**src/rtl/pipe_select_mux.sv**
```systemverilog
// Registered N:1 selector with valid/ready handshake and a one-entry skid buffer.
// Optional saturating out-of-range select counter: define PIPE_SELECT_MUX_ERR_CNT_EN.
//
//   state | meaning
//   EMPTY | MAIN and SKID invalid; in_ready=1, out_valid=0
//   ONE   | MAIN valid, SKID invalid; in_ready=1, out_valid=1
//   FULL  | MAIN and SKID valid; in_ready=0, out_valid=1
// The state is carried by {r_main_vld, r_skid_vld}.
module pipe_select_mux #(
  parameter int               WIDTH     = 16,
  parameter int               NUM_IN    = 3,
  parameter int               SEL_W     = 2,
  parameter logic [WIDTH-1:0] ERR_VALUE = '0
) (
  input  logic                    clk,
  input  logic                    reset_n,
  input  logic [NUM_IN*WIDTH-1:0] in_data,
  input  logic [SEL_W-1:0]        in_sel,
  input  logic                    in_valid,
  output logic                    in_ready,
  input  logic                    flush,
  output logic [WIDTH-1:0]        out_data,
  output logic                    out_sel_err,
  output logic                    out_valid,
  input  logic                    out_ready
`ifdef PIPE_SELECT_MUX_ERR_CNT_EN
  ,output logic [15:0]            err_count
`endif
);

  generate
    if (NUM_IN < 2 || NUM_IN > (1 << SEL_W)) begin : g_param_check
      $error("pipe_select_mux: NUM_IN must be in 2..2**SEL_W");
    end
  endgenerate

  logic             r_main_vld;
  logic             r_skid_vld;
  logic             r_in_ready;
  logic [WIDTH-1:0] r_main_data;
  logic             r_main_err;
  logic [WIDTH-1:0] r_skid_data;
  logic             r_skid_err;

  logic             w_accept;
  logic             w_drain;
  logic             w_skid_vld_nxt;
  logic [WIDTH-1:0] w_sel_data;
  logic             w_sel_err;

  // Any select that matches no input falls through to ERR_VALUE with err set.
  always_comb begin
    w_sel_data = ERR_VALUE;
    w_sel_err  = 1'b1;
    for (int k = 0; k < NUM_IN; k++) begin
      if (in_sel == SEL_W'(k)) begin
        w_sel_data = in_data[k*WIDTH +: WIDTH];
        w_sel_err  = 1'b0;
      end
    end
  end

  assign w_accept = in_valid && r_in_ready;
  assign w_drain  = r_main_vld && out_ready;

  // SKID is occupied next cycle if it stays undrained, or ONE takes a beat without draining.
  assign w_skid_vld_nxt = r_skid_vld ? !w_drain : (r_main_vld && w_accept && !w_drain);

  always_ff @(posedge clk) begin
    if (!reset_n) begin
      r_main_vld  <= 1'b0;
      r_skid_vld  <= 1'b0;
      r_in_ready  <= 1'b0;
      r_main_data <= '0;
      r_main_err  <= 1'b0;
      r_skid_data <= '0;
      r_skid_err  <= 1'b0;
    end else if (flush) begin
      r_main_vld  <= 1'b0;
      r_skid_vld  <= 1'b0;
      r_in_ready  <= 1'b1;
    end else begin
      r_in_ready <= !w_skid_vld_nxt;
      if (r_skid_vld) begin
        if (w_drain) begin
          r_main_data <= r_skid_data;
          r_main_err  <= r_skid_err;
          r_skid_vld  <= 1'b0;
        end
      end else if (r_main_vld) begin
        if (w_accept && w_drain) begin
          r_main_data <= w_sel_data;
          r_main_err  <= w_sel_err;
        end else if (w_accept) begin
          r_skid_data <= w_sel_data;
          r_skid_err  <= w_sel_err;
          r_skid_vld  <= 1'b1;
        end else if (w_drain) begin
          r_main_vld  <= 1'b0;
        end
      end else if (w_accept) begin
        r_main_data <= w_sel_data;
        r_main_err  <= w_sel_err;
        r_main_vld  <= 1'b1;
      end
    end
  end

  assign in_ready    = r_in_ready;
  assign out_valid   = r_main_vld;
  assign out_data    = r_main_data;
  assign out_sel_err = r_main_err;

`ifdef PIPE_SELECT_MUX_ERR_CNT_EN
  logic [15:0] r_err_cnt;

  // A handshake counts even in a flush cycle; only reset clears the count.
  always_ff @(posedge clk) begin
    if (!reset_n) begin
      r_err_cnt <= '0;
    end else if (w_accept && w_sel_err && r_err_cnt != 16'hFFFF) begin
      r_err_cnt <= r_err_cnt + 16'd1;
    end
  end

  assign err_count = r_err_cnt;
`endif

endmodule

```
**config.mk**
```make
export PLATFORM = sky130hd
export DESIGN_NAME = pipe_select_mux
export DESIGN_NICKNAME = d
export VERILOG_FILES = /design/src/rtl/pipe_select_mux.sv
export SDC_FILE = /design/constraint.sdc
export NUM_CORES = 1
export LEC_CHECK = 0
export CORE_ASPECT_RATIO = 0.75
export CORE_MARGIN = 2
export CORE_UTILIZATION = 45
export DETAILED_ROUTE_END_ITERATION = 7
export DONT_BUFFER_PORTS = 1
export REMOVE_ABC_BUFFERS = 1
export SLEW_MARGIN = 20
export SYNTH_ARGS = -nofsm -noshare
export SYNTH_HDL_FRONTEND = slang
export SYNTH_SLANG_ARGS = --single-unit
```
**constraint.sdc**
```tcl
create_clock -name clk -period 1.46 [get_ports clk]
set_input_delay 0.292 -clock clk [delete_from_list [all_inputs] [get_ports clk]]
set_output_delay 0.292 -clock clk [all_outputs]
set_load 0.02 [all_outputs]
```
---- Word level (Yosys, flattened, before mapping) ----
Cells that the tools add are included.
word-level totals
  register bits ........................... 37
  bits in latches ......................... 0
  bits in writable memories ............... 0
  memory bits (read-only) ................. 0
  input port bits ......................... 55
  output and inout port bits .............. 19
  word-level logic and storage cells ...... 53
  memories kept ........................... 0
cells by class
  $add $sub $neg .......................... 0
  multiply operators ...................... 0
  div/mod/pow operators ................... 0
  $lt $le $gt $ge ......................... 0
  eq/ne operators ......................... 4
  shifts and indexed selects .............. 0
  multiplexer cells ....................... 26
  bitwise logic cells ..................... 4
  reduce and logical (&&, ||, !) cells .... 12
operators with widths
  operator            count
  $mux 16             8
  $mux 1              18
  $logic_and 1x1->1   5
  $reduce_and 5->1    1
  $not 1->1           4
  $reduce_and 4->1    1
  $ne 3x1->1 const B  1
  $reduce_bool 3->1   1
  $eq 2x1->1 const B  1
  $eq 2x2->1 const B  1
  $logic_not 1->1     2
  $logic_not 2->1     1
  $ne 2x1->1 const B  1
  $reduce_or 2->1     1

---- Longest topological paths before layout ----
  depth in word-level cells ............... 7
  gate-level depth with buffers ........... 7
  mapped depth without buffers ............ 4

---- Worst setup path before layout ----
Ideal clock, no wire load.
  kind .................................... register to register
  from .................................... reg r_main_vld (netlist: out_valid)
  to ...................................... reg r_main_data[0] (netlist: out_data[0])
  setup time .............................. 132 ps
  arrival ................................. 1,326 ps
  data required time ...................... 1,328 ps
  path slack .............................. 1 ps
  cell stages (with the launch flop) ...... 7
  clock period less this slack ............ 1,459 ps
  cell sequence ........................... dfxtp_1 or2_1 a211o_1 buf_6 buf_6 nand2_1 a21oi_1
between the ends
  word-level cells in the longest chain between the ends .. 4
ends and longest elaborated chain
  element                     RTL line  RTL
  start: declaration          37        logic r_main_vld;
  start signal: assignment    71        r_main_vld <= 1'b0;
  start signal: assignment    79        r_main_vld <= 1'b0;
  start signal: assignment    99        r_main_vld <= 1'b0;
  $logic_and 1x1->1           64        assign w_drain = r_main_vld && out_ready;
  $logic_and 1x1->1           91        if (w_accept && w_drain) begin
  $ne 3x1->1 (no line)        --
  $reduce_and 4->1 (no line)  --
  end signal: assignment      86        r_main_data <= r_skid_data;
  end signal: assignment      92        r_main_data <= w_sel_data;
  end signal: assignment      102       r_main_data <= w_sel_data;
  end: declaration            40        logic [WIDTH-1:0] r_main_data;
Parallel ways exist; a longest one is shown, timed or not.
A chain may end at the register's enable or synchronous reset.

---- Final worst setup path ----
  from .................................... reg r_main_vld (netlist: out_valid)
  to ...................................... reg r_main_err (netlist: out_sel_err)
between the ends
  word-level cells in the longest chain between the ends .. 4
ends and longest elaborated chain
  element                     RTL line  RTL
  $logic_and 1x1->1           64
  $logic_and 1x1->1           91
  $ne 3x1->1 (no line)        --
  $reduce_and 4->1 (no line)  --
  end signal: assignment      87        r_main_err <= r_skid_err;
  end signal: assignment      93        r_main_err <= w_sel_err;
  end signal: assignment      103       r_main_err <= w_sel_err;
  end: declaration            41        logic r_main_err;
Parallel ways exist; a longest one is shown, timed or not.

==> results.sh <==
export IMPL_status="completed"
export IMPL_clk_latency_ps=300
export IMPL_post_route_worst_setup_slack_ps=102
export IMPL_routed_wl_um=4860
export IMPL_multi_input_area_mm2=0.00112
export IMPL_drt_iter0_markers=74
export IMPL_hold_ws_ps=57.5
export IMPL_antenna_cells=0
export IMPL_via_count=1751
export IMPL_hold_buffers=0
export IMPL_dr_max_layer_used="met4"
export IMPL_grt_pass1_wl_um=7690
export IMPL_cellPowerDensity_mw_per_mm2=909
export IMPL_row_count=20
export IMPL_p_leak_nw=0.892
export IMPL_synth_seq_cells=37
export IMPL_critical_path_top_delay_family="flip-flops"
export IMPL_gp_congestion=0.747
export IMPL_grt_usage_pct=21.0
export IMPL_cts_buffers=5
export IMPL_clk_pin_slew_ps=70
export IMPL_grt_max_degree=24
export IMPL_finalPower_w=0.00197
export IMPL_grt_overflow=0
export IMPL_first_pass_iters=4
export IMPL_layout_commonest_cell="nand2_1"
export IMPL_drv_cap=0
export IMPL_critical_path_buf_inv_count=1
export IMPL_post_route_util_pct=52.1
export IMPL_ir_drop_v=0.000466
export IMPL_max_slew_margin_pct=76.3
export IMPL_drt_drc_violations_left=0
export IMPL_hold_viol_final=0
export IMPL_dieHeight_um=61.8
export IMPL_die_w_um=81.0
export IMPL_avgSynthCellArea_um2=7.79
export IMPL_first_global_vias=1602
export IMPL_rsz0062_at_grt="no"
export IMPL_cts_max_path_buffers=2
export IMPL_hold_class="in -> reg"
export IMPL_critical_path_cell_chain="or2_1 -> a211o_1 -> buf_12 -> mux2i_1 -> nor2b_1"
export IMPL_layout_common_cells="51 x nand2_1, 36 x dfxtp_1, 33 x a21oi_1"
export IMPL_io_buffers=0
export IMPL_yosys_warnings=0
export IMPL_r2r_start="out_valid"
export IMPL_seq_area_um2=742
export IMPL_reg2reg_to="out_sel_err"
export IMPL_critPathMaxStageDelay_ps=340
export IMPL_cts_resized=0
export IMPL_io_pins=74
export IMPL_initial_utilization_pct=48.2
export IMPL_wl_met2_um=2140
export IMPL_worst_pin_slew_ps=351
export IMPL_dr_wl_met3_um=396
export IMPL_ant_nets=0
export IMPL_period_needed_ps=1360
export IMPL_h_tree_depth=2
export IMPL_core_region_area_mm2=0.00415
export IMPL_syn_instance_count=257
export IMPL_startpoint_type="flop"
export IMPL_areaGrowthSynthToFinish_pct=8.06
export IMPL_n_fill_cell=404
export IMPL_ys_types=29
export IMPL_setup_viol=0
export IMPL_cp_arrival_ps=1550
export IMPL_max_freq_mhz=736
export IMPL_cts_root_buf="clkbuf_8"
export IMPL_period_share_pct=93.0
export IMPL_final_nets=315
export IMPL_vias_per_cell=5.54
export IMPL_drive_gt1_share_pct=9.96
export IMPL_dp_slack_ps=79.9
export IMPL_m1WireLength_um=2240
export IMPL_cts_sinks=37
export IMPL_worstSetupPathDepth=5
export IMPL_crit_end="out_sel_err"
export IMPL_wl_per_cell_um=15.4
export IMPL_r2r_cells=5
export IMPL_slowest_stage="dfxtp_2"
export IMPL_critical_path_class="reg -> reg"
export IMPL_cts_tree="yes"
export IMPL_final_area_mm2=0.00216
export IMPL_drv_slew=0
export IMPL_end_kind="flop"
export IMPL_yosysSeqAreaShare_pct=37.0
export IMPL_ff2ff_setup_slack_ps=100
export IMPL_cp_data_required_time_ps=1650
export IMPL_dieArea_mm2=0.00500
export IMPL_hpwl_um=3340
export IMPL_postCtsSetupRepairBufs=0
export IMPL_finalClockSkew_ps=6.99
export IMPL_post_dp_cell_area_mm2=0.00208
export IMPL_syn_cell_area_mm2=0.00200
export IMPL_crit_start="out_valid"
export IMPL_critPathMaxFanout=10
export IMPL_antenna_found_initial=0
worst register-to-register path, delay by kind of cell, from the launching register on:
kind                   cells  cell delay [ps]
multiplexers               1              140
AND/OR/NAND/NOR            2              310
flip-flops                 1              340
AO/OA/AOI/OAI              1              310
buffers and inverters      1              160
cell type report:
cell class	instances	share of cell area [%]
Tap cell	55	3.18
Multi-Input combinational cell	198	51.8
Clock buffer	8	3.70
Sequential cell	37	34.3
Timing Repair Buffer	15	6.54
Inverter	3	0.521
cell usage after synthesis (all sizes together):
library cell / number / area [um2]
nor4: 1 / 21.3
a21oi: 34 / 174
or2: 1 / 6.26
clkinv: 1 / 3.75
nor2b: 3 / 26.3
mux2i: 17 / 170
nand2: 51 / 191
dfxtp: 37 / 741
and2: 17 / 106
o21ai: 18 / 90.1
a211o: 1 / 8.76
a21boi: 1 / 7.51
inv: 2 / 7.51
buf: 12 / 100
a211oi: 1 / 7.51
a221oi: 1 / 8.76
nor2: 32 / 120
o311ai: 16 / 140
nand3b: 1 / 20.0
nand2b: 1 / 6.26
clkbuf: 7 / 30.0
nand3: 2 / 15.0
metal layers:
layer  up-vias  global-route usage [%]
met2        57                    33.4
met4         0                    9.20
li1        887                       -
met5         -                       0
met1       800                    27.3
met3         7                    5.92
state kept, by name, indices dropped and copies added, names as in the netlist:
register	cells
r_skid_err	1
r_skid_vld	1
out_data	16
r_skid_data	16
in_ready	1
out_sel_err	1
out_valid	1
cells by family (layout without fill, tap and decap cells):
| logic type | after synthesis | after routing | share of synthesized area [%] |
|---|---|---|---|
| and+or+nand+nor | 109 | 109 | 25.6 |
| DFF | 37 | 37 | 37.0 |
| buffers and inverters | 22 | 26 | 7.06 |
| AOI/OAI and AO/OA | 72 | 72 | 21.8 |
| muxes | 17 | 17 | 8.50 |
worst min path at each step:
stage / cells past startpoint / slack (ps) / start / to
2_1_floorplan: 1 / 370 / flush / out_valid
3_3_place_gp: 1 / 370 / flush / out_valid
3_5_place_dp: 1 / 380 / flush / out_valid
4_1_cts: 1 / 60 / flush / out_valid
5_1_grt: 1 / 50 / flush / out_valid
6_report: 1 / 60 / flush / out_valid
per-stage QoR:
stage,setup TNS (ps),cells
finish,0,316
detailed placement,0,308
floorplan,-13180,238
global placement,0,308
global route,0,316
CTS,0,316
where the power goes:
part           switching [W]  internal [W]
clock network       0.000360      0.000339
registers          0.0000294       0.00103
logic               0.000114     0.0000977
total               0.000503       0.00146
(Power assumes the default switching activity.)
